### config.mk
export PLATFORM = sky130hd
export DESIGN_NAME = mips_ctrl_alu_branch_flat
export DESIGN_NICKNAME = d
export VERILOG_FILES = /design/src/rtl/mips_ctrl_alu_branch_if.sv /design/src/rtl/mips_ctrl_alu_branch.sv /design/src/flat_wrapper.sv
export SDC_FILE = /design/constraint.sdc
export NUM_CORES = 1
export LEC_CHECK = 0
export CORE_ASPECT_RATIO = 0.9
export CORE_UTILIZATION = 50
export CTS_BUF_LIST = sky130_fd_sc_hd__clkbuf_2 sky130_fd_sc_hd__clkbuf_4 sky130_fd_sc_hd__clkbuf_8
export DETAILED_ROUTE_END_ITERATION = 10
export PLACE_DENSITY_LB_ADDON = 0.25
export SYNTH_ARGS = -nofsm -noshare
export SYNTH_HDL_FRONTEND = slang
export SYNTH_SLANG_ARGS = --single-unit
### constraint.sdc
create_clock -name clk -period 4.58 [get_ports clk]
set_clock_uncertainty 0.1 [all_clocks]
set_input_delay 0.916 -clock clk [delete_from_list [all_inputs] [get_ports clk]]
set_output_delay 0.916 -clock clk [all_outputs]
set_load 0.03 [all_outputs]
### src/rtl/mips_ctrl_alu_branch_if.sv
// rtl/mips_ctrl_alu_branch_if.sv - decode/execute bus between the pipeline and the decode/ALU/branch core
interface mips_ctrl_alu_branch_if;
    logic [6:0]  opcode;
    logic        skip_w;
    logic        wr;
    logic        pop;
    logic        push;
    logic        skip_m;
    logic [2:0]  func;
    logic        skip_e;
    logic [2:0]  branch;
    logic        set_c;
    logic        load;
    logic        imm2;
    logic        imm1;
    logic [15:0] a;
    logic [15:0] b;
    logic [2:0]  ex_func;
    logic        ex_skip_e;
    logic        ex_set_c;
    logic [2:0]  ex_branch;
    logic        ex_valid;
    logic [15:0] r;
    logic        z;
    logic        n;
    logic        c;
    logic        zf;
    logic        nf;
    logic        cf;
    logic        jump;

    modport slave (
        input  opcode, a, b, ex_func, ex_skip_e, ex_set_c, ex_branch, ex_valid,
        output skip_w, wr, pop, push, skip_m, func, skip_e, branch, set_c, load,
               imm2, imm1, r, z, n, c, zf, nf, cf, jump
    );

    modport master (
        output opcode, a, b, ex_func, ex_skip_e, ex_set_c, ex_branch, ex_valid,
        input  skip_w, wr, pop, push, skip_m, func, skip_e, branch, set_c, load,
               imm2, imm1, r, z, n, c, zf, nf, cf, jump
    );
endinterface

### src/rtl/mips_ctrl_alu_branch.sv
// rtl/mips_ctrl_alu_branch.sv - ID opcode decoder, EX ALU, registered Z/N/C flags and branch resolution
module mips_ctrl_alu_branch (
    input  logic                       clk,
    input  logic                       rst,
    mips_ctrl_alu_branch_if.slave      bus
);
    localparam logic [2:0] F_ADD = 3'b000;
    localparam logic [2:0] F_SUB = 3'b001;
    localparam logic [2:0] F_AND = 3'b010;
    localparam logic [2:0] F_OR  = 3'b011;
    localparam logic [2:0] F_NOT = 3'b100;
    localparam logic [2:0] F_SHL = 3'b101;
    localparam logic [2:0] F_SHR = 3'b110;
    localparam logic [2:0] F_MOV = 3'b111;

    logic        skip_w, wr, pop, push, skip_m, skip_e, set_c, load, imm2, imm1;
    logic [2:0]  func, branch;

    always_comb begin
        skip_w = 1'b1;
        wr     = 1'b0;
        pop    = 1'b0;
        push   = 1'b0;
        skip_m = 1'b1;
        func   = 3'b000;
        skip_e = 1'b1;
        branch = 3'b000;
        set_c  = 1'b0;
        load   = 1'b0;
        imm2   = 1'b0;
        imm1   = 1'b0;
        if (bus.opcode[6:3] == 4'b0001) begin
            func   = bus.opcode[2:0];
            skip_e = 1'b0;
            skip_w = 1'b0;
            imm2   = (bus.opcode[2:0] == F_SHL) || (bus.opcode[2:0] == F_SHR);
        end else begin
            case (bus.opcode)
                7'h01: set_c = 1'b1;
                7'h10: begin func = F_MOV; imm2 = 1'b1; skip_w = 1'b0; end
                7'h11: begin func = F_ADD; imm2 = 1'b1; skip_e = 1'b0; skip_w = 1'b0; end
                7'h18: begin skip_m = 1'b0; load = 1'b1; skip_w = 1'b0; end
                7'h19: begin skip_m = 1'b0; wr = 1'b1; end
                7'h1A: begin skip_m = 1'b0; push = 1'b1; wr = 1'b1; end
                7'h1B: begin skip_m = 1'b0; pop = 1'b1; load = 1'b1; skip_w = 1'b0; end
                7'h20: begin branch = 3'b001; imm1 = 1'b1; end
                7'h21: begin branch = 3'b010; imm1 = 1'b1; end
                7'h22: begin branch = 3'b011; imm1 = 1'b1; end
                7'h23: begin branch = 3'b100; imm1 = 1'b1; end
                default: ;
            endcase
        end
    end

    // 17-bit intermediates: bit 16 of add/sub is carry/borrow, the spare bit of each shift catches the last bit shifted out
    logic [3:0]  shamt;
    logic [16:0] sum, diff, shl, shr;
    logic [15:0] r;
    logic        c;

    assign shamt = bus.b[3:0];
    assign sum   = {1'b0, bus.a} + {1'b0, bus.b};
    assign diff  = {1'b0, bus.a} - {1'b0, bus.b};
    assign shl   = {1'b0, bus.a} << shamt;
    assign shr   = {bus.a, 1'b0} >> shamt;

    always_comb begin
        r = 16'h0000;
        c = 1'b0;
        case (bus.ex_func)
            F_ADD: begin r = sum[15:0];  c = sum[16];  end
            F_SUB: begin r = diff[15:0]; c = diff[16]; end
            F_AND: r = bus.a & bus.b;
            F_OR:  r = bus.a | bus.b;
            F_NOT: r = ~bus.a;
            F_SHL: begin r = shl[15:0];  c = shl[16];  end
            F_SHR: begin r = shr[16:1];  c = shr[0];   end
            F_MOV: r = bus.b;
            default: ;
        endcase
    end

    logic zf_q, nf_q, cf_q;
    logic zf_d, nf_d, cf_d;
    logic carry_func;

    assign carry_func = (bus.ex_func == F_ADD) || (bus.ex_func == F_SUB) ||
                        (bus.ex_func == F_SHL) || (bus.ex_func == F_SHR);

    always_comb begin
        zf_d = zf_q;
        nf_d = nf_q;
        cf_d = cf_q;
        if (bus.ex_valid) begin
            if (!bus.ex_skip_e) begin
                zf_d = (r == 16'h0000);
                nf_d = r[15];
                if (carry_func) cf_d = c;
            end
            if (bus.ex_set_c) cf_d = 1'b1;
        end
    end

    always_ff @(posedge clk) begin
        if (rst) begin
            zf_q <= 1'b0;
            nf_q <= 1'b0;
            cf_q <= 1'b0;
        end else begin
            zf_q <= zf_d;
            nf_q <= nf_d;
            cf_q <= cf_d;
        end
    end

    // Branches see the flags as they were before the instruction now in EX
    logic jump;
    always_comb begin
        jump = 1'b0;
        case (bus.ex_branch)
            3'b001: jump = 1'b1;
            3'b010: jump = zf_q;
            3'b011: jump = nf_q;
            3'b100: jump = cf_q;
            default: jump = 1'b0;
        endcase
        jump = jump & bus.ex_valid;
    end

    assign bus.skip_w = skip_w;
    assign bus.wr     = wr;
    assign bus.pop    = pop;
    assign bus.push   = push;
    assign bus.skip_m = skip_m;
    assign bus.func   = func;
    assign bus.skip_e = skip_e;
    assign bus.branch = branch;
    assign bus.set_c  = set_c;
    assign bus.load   = load;
    assign bus.imm2   = imm2;
    assign bus.imm1   = imm1;
    assign bus.r      = r;
    assign bus.z      = (r == 16'h0000);
    assign bus.n      = r[15];
    assign bus.c      = c;
    assign bus.zf     = zf_q;
    assign bus.nf     = nf_q;
    assign bus.cf     = cf_q;
    assign bus.jump   = jump;
endmodule

### src/flat_wrapper.sv
// flat-port wrapper written by rule: the top's interface ports become plain ports
module mips_ctrl_alu_branch_flat 
  (clk, rst, bus_opcode, bus_a, bus_b, bus_ex_func, bus_ex_skip_e, bus_ex_set_c, bus_ex_branch, bus_ex_valid, bus_skip_w, bus_wr, bus_pop, bus_push, bus_skip_m, bus_func, bus_skip_e, bus_branch, bus_set_c, bus_load, bus_imm2, bus_imm1, bus_r, bus_z, bus_n, bus_c, bus_zf, bus_nf, bus_cf, bus_jump);
  mips_ctrl_alu_branch_if bus_i ();
  input  logic clk;
  input  logic rst;
  input wire logic [$bits(bus_i.opcode)-1:0] bus_opcode;
  input wire logic [$bits(bus_i.a)-1:0] bus_a;
  input wire logic [$bits(bus_i.b)-1:0] bus_b;
  input wire logic [$bits(bus_i.ex_func)-1:0] bus_ex_func;
  input wire logic [$bits(bus_i.ex_skip_e)-1:0] bus_ex_skip_e;
  input wire logic [$bits(bus_i.ex_set_c)-1:0] bus_ex_set_c;
  input wire logic [$bits(bus_i.ex_branch)-1:0] bus_ex_branch;
  input wire logic [$bits(bus_i.ex_valid)-1:0] bus_ex_valid;
  output wire logic [$bits(bus_i.skip_w)-1:0] bus_skip_w;
  output wire logic [$bits(bus_i.wr)-1:0] bus_wr;
  output wire logic [$bits(bus_i.pop)-1:0] bus_pop;
  output wire logic [$bits(bus_i.push)-1:0] bus_push;
  output wire logic [$bits(bus_i.skip_m)-1:0] bus_skip_m;
  output wire logic [$bits(bus_i.func)-1:0] bus_func;
  output wire logic [$bits(bus_i.skip_e)-1:0] bus_skip_e;
  output wire logic [$bits(bus_i.branch)-1:0] bus_branch;
  output wire logic [$bits(bus_i.set_c)-1:0] bus_set_c;
  output wire logic [$bits(bus_i.load)-1:0] bus_load;
  output wire logic [$bits(bus_i.imm2)-1:0] bus_imm2;
  output wire logic [$bits(bus_i.imm1)-1:0] bus_imm1;
  output wire logic [$bits(bus_i.r)-1:0] bus_r;
  output wire logic [$bits(bus_i.z)-1:0] bus_z;
  output wire logic [$bits(bus_i.n)-1:0] bus_n;
  output wire logic [$bits(bus_i.c)-1:0] bus_c;
  output wire logic [$bits(bus_i.zf)-1:0] bus_zf;
  output wire logic [$bits(bus_i.nf)-1:0] bus_nf;
  output wire logic [$bits(bus_i.cf)-1:0] bus_cf;
  output wire logic [$bits(bus_i.jump)-1:0] bus_jump;
  assign bus_i.opcode = bus_opcode;
  assign bus_i.a = bus_a;
  assign bus_i.b = bus_b;
  assign bus_i.ex_func = bus_ex_func;
  assign bus_i.ex_skip_e = bus_ex_skip_e;
  assign bus_i.ex_set_c = bus_ex_set_c;
  assign bus_i.ex_branch = bus_ex_branch;
  assign bus_i.ex_valid = bus_ex_valid;
  assign bus_skip_w = bus_i.skip_w;
  assign bus_wr = bus_i.wr;
  assign bus_pop = bus_i.pop;
  assign bus_push = bus_i.push;
  assign bus_skip_m = bus_i.skip_m;
  assign bus_func = bus_i.func;
  assign bus_skip_e = bus_i.skip_e;
  assign bus_branch = bus_i.branch;
  assign bus_set_c = bus_i.set_c;
  assign bus_load = bus_i.load;
  assign bus_imm2 = bus_i.imm2;
  assign bus_imm1 = bus_i.imm1;
  assign bus_r = bus_i.r;
  assign bus_z = bus_i.z;
  assign bus_n = bus_i.n;
  assign bus_c = bus_i.c;
  assign bus_zf = bus_i.zf;
  assign bus_nf = bus_i.nf;
  assign bus_cf = bus_i.cf;
  assign bus_jump = bus_i.jump;
  mips_ctrl_alu_branch u_core (.clk(clk), .rst(rst), .bus(bus_i));
endmodule
==> impl_metrics.ini <==
[global_route]
grt_overflow_total = 0
grt_pass1_vias = 7329
grt_max_degree = 30
grt_pass1_wl_um = 39400
grt_antenna_before_repair = 3
grt_util_all_layers_pct = 50.7

[setup_path]
critPathLaunchType = input port
crit_end = bus_z
crit_chain = buf_8, buf_6, buf_12, inv_2, buf_4, ha_1, mux2i_1, buf_4, o21a_1, o22ai_1, a21oi_1, o211ai_1, nor4_4, nand4_1, buf_4, nor4_4, buf_6
critPathBufInv = 8
r2r_setup_slack_ns = 3.64
slowest_stage = nor4_4
cp_num_cells = 17
critPathRequiredTime_ns = 3.56
critPathTopFamily = buffers and inverters
end_kind = output port
reg2reg_to = u_core.bus.cf
ff2ff_path_depth = 3
cp_common_cell = buf_4
reg2reg_from = u_core.bus.cf
arrival_ns = 4.06
cp-startpoint = bus_b[0]
worst-path-max-fanout = 29
crit_type = input port to output port
cpPeakStageDelay_ns = 0.35

[placement]
placed_cells = 1066
port_buffers = 88
place_area_um2 = 7390
gp_congestion = 1.05
dpl.hpwl_um = 18200

[hold_path]
hp-class = flop to flop

[sta]
holdWs_ns = 0.459
fin_tns_setup_ns = -1.68
period_share_pct = 111
rsz0062_at_grt = true
worst_slack_ns = -0.497
hold_violations = 0
worst_pin_slew_ns = 0.791
fmax_ghz = 0.197
min_period_ns = 5.08
slew_headroom_pct = 46.6
setup_viol = 8
slew_violations = 0

[run]
maxCapViolations = 0

[synth]
synth_fa_ha_area_share_pct = 13.6
synthArstFlopShare_pct = 0
syn_nets = 795
synth_flop_cell = dfxtp_1
synth_top_area_cell = ha_1
syn_area_um2 = 4820
synth.ff_latch_count = 3
synthSimpleGateAreaFrac_pct = 25.5
ys_types = 76
seq_area_frac_synth_pct = 1.25
syn_area_per_cell_um2 = 6.94
synth_area_leaders = ha_1, mux4_2, a21oi_1, nor2_1, o21ai_0
synth_compound_area_share_pct = 31.1
muxShareOfSynthArea_pct = 16.5
synth_top_area_share_pct = 12.7
synth_xor_area_share_pct = 1.45
syn_inst = 694
synth_warnings = 0
synth_top_family_by_area = compound AO/OA/AOI/OAI gates
synth_enable_flop_cells = 0

[detailed_routing]
topRoutingLayerUsed = met5
wl_met2_um = 12100
first_pass_iters = 11
wl_um = 28700
viasPerCell = 7.26
wl_per_cell_um = 25.9
wl_met3_um = 4510
vias = 8035
route.detailed.drc = 2
drtIter0Drc = 1637
ant_nets = 0
routedLengthMet1_um = 9290

[die]
fp.dieArea_um2 = 10000
initial_core_util_pct = 52.1
die_w_um = 105
fp.coreArea_um2 = 9250
boundaryPins = 89
num_rows = 33
die_y_um = 95.1

[cells_and_area]
ff_latch_area_um2 = 60.1
layout_commonest_cell = buf_4
final_nets = 1086
drive_gt1_share_pct = 44.5
fillCellCount = 407
multi_input_area_um2 = 4970
stdcell_count = 1107
design_area_um2 = 8380
syn_to_final_growth_pct = 73.8
layout_common_cells = buf_4, nor2_1, a21oi_1

[clock_network]
numCtsBuffers = 3
tritoncts = done
clk_pin_slew_worst_paths_ns = 0.04
cts-hold-fix-buffers = 0
cts_root_buffer = clkbuf_8
htreeDepth = 1
cts_max_path_buffers = 2
clock_latency_ns = 0.23
clkSinkCount = 3

[pwr]
p_leak_nw = 3.70
p_per_area_nw_per_um2 = 152
peakVddDrop_mv = 0.173

[status]
outcome = finished, violations left
violations = design-rule violations, negative setup slack
[cell type report]
| type | instances | share of cell area (%) |
|---|---|---|
| multi-input combinational | 569 | 59.4 |
| antenna | 1 | 0.0299 |
| inverter | 59 | 2.88 |
| timing repair buffer | 349 | 34.6 |
| clock buffer | 4 | 0.583 |
| tap | 122 | 1.82 |
| sequential | 3 | 0.717 |
[routing by layer]
metal  GRT usage (%)  up-vias
li1                -     3164
met1            61.6     3591
met2            83.5      923
met3            14.5      353
met4            23.6        4
met5               0        -
[how the worst min path moves through the flow]
stage                        startpoint       endpoint  slack (ns)  cells past startpoint
final                     u_core.bus.nf  u_core.bus.nf        0.46                      2
after global routing      u_core.bus.nf  u_core.bus.nf        0.51                      2
after CTS                 u_core.bus.nf  u_core.bus.nf        0.45                      2
after detailed placement  u_core.bus.nf  u_core.bus.nf        0.43                      2
after global placement    u_core.bus.nf  u_core.bus.nf        0.43                      2
after floorplan           u_core.bus.nf  u_core.bus.nf        0.52                      2
[cells by family after synthesis]
kind of cell / after synthesis
fa+ha+maj: 51
compound gates: 220
buf+inv: 122
mux: 48
flops: 3
simple gates: 242
xor+xnor: 8
[state kept, by name (all words and copies together) (netlist names)]
| register | count |
|---|---|
| u_core.bus.cf | 1 |
| u_core.bus.zf | 1 |
| u_core.bus.nf | 1 |
[power by group]
group	internal (mW)	switching (mW)
clock network	0.0657	0.0228
registers	0.0278	0.00169
logic	0.532	0.627
total	0.625	0.652
[worst min-delay path, stage by stage (launching register included)]
cell      delay, ns
dfxtp_1        0.33
nor2_1         0.11
a211oi_1       0.06
[metrics by stage]
step / power (mW) / utilization, % / worst slack (ns)
after floorplan: 0.527 / - / -0.189
after global placement: 0.925 / 79.9 / -0.824
after detailed placement: 0.949 / 79.9 / -0.889
after CTS: 1.13 / 87.3 / -0.323
after global routing: 1.31 / 90.5 / -0.462
final: 1.28 / 90.6 / -0.497
[repair_timing]
item / in CTS / in global routing
setup endpoints to repair: 15 / 8
cloned: 1 / 0
setup buffers: 22 / 14
gates resized for setup: 153 / 50
pin swaps: 33 / 28
[cells in the mapped netlist, drive strengths merged (4+ instances only)]
cell type	count
nor3	23
o211ai	16
o221ai	7
a31oi	5
a221oi	9
or2	8
ha	49
clkbuf	38
o21ai	45
o31ai	4
a211o	6
a21oi	55
mux2	6
inv	57
a211oi	11
nand3b	5
nor2b	14
nand3	21
mux2i	18
and3	9
nand4	6
buf	25
nand2	46
o22ai	5
o311ai	5
nand2b	11
a21o	4
a22oi	5
nor4	7
a32oi	5
mux4	24
xnor2	5
nor2	71
nor3b	5
o21a	6
Power figures use the tool's default switching activity.
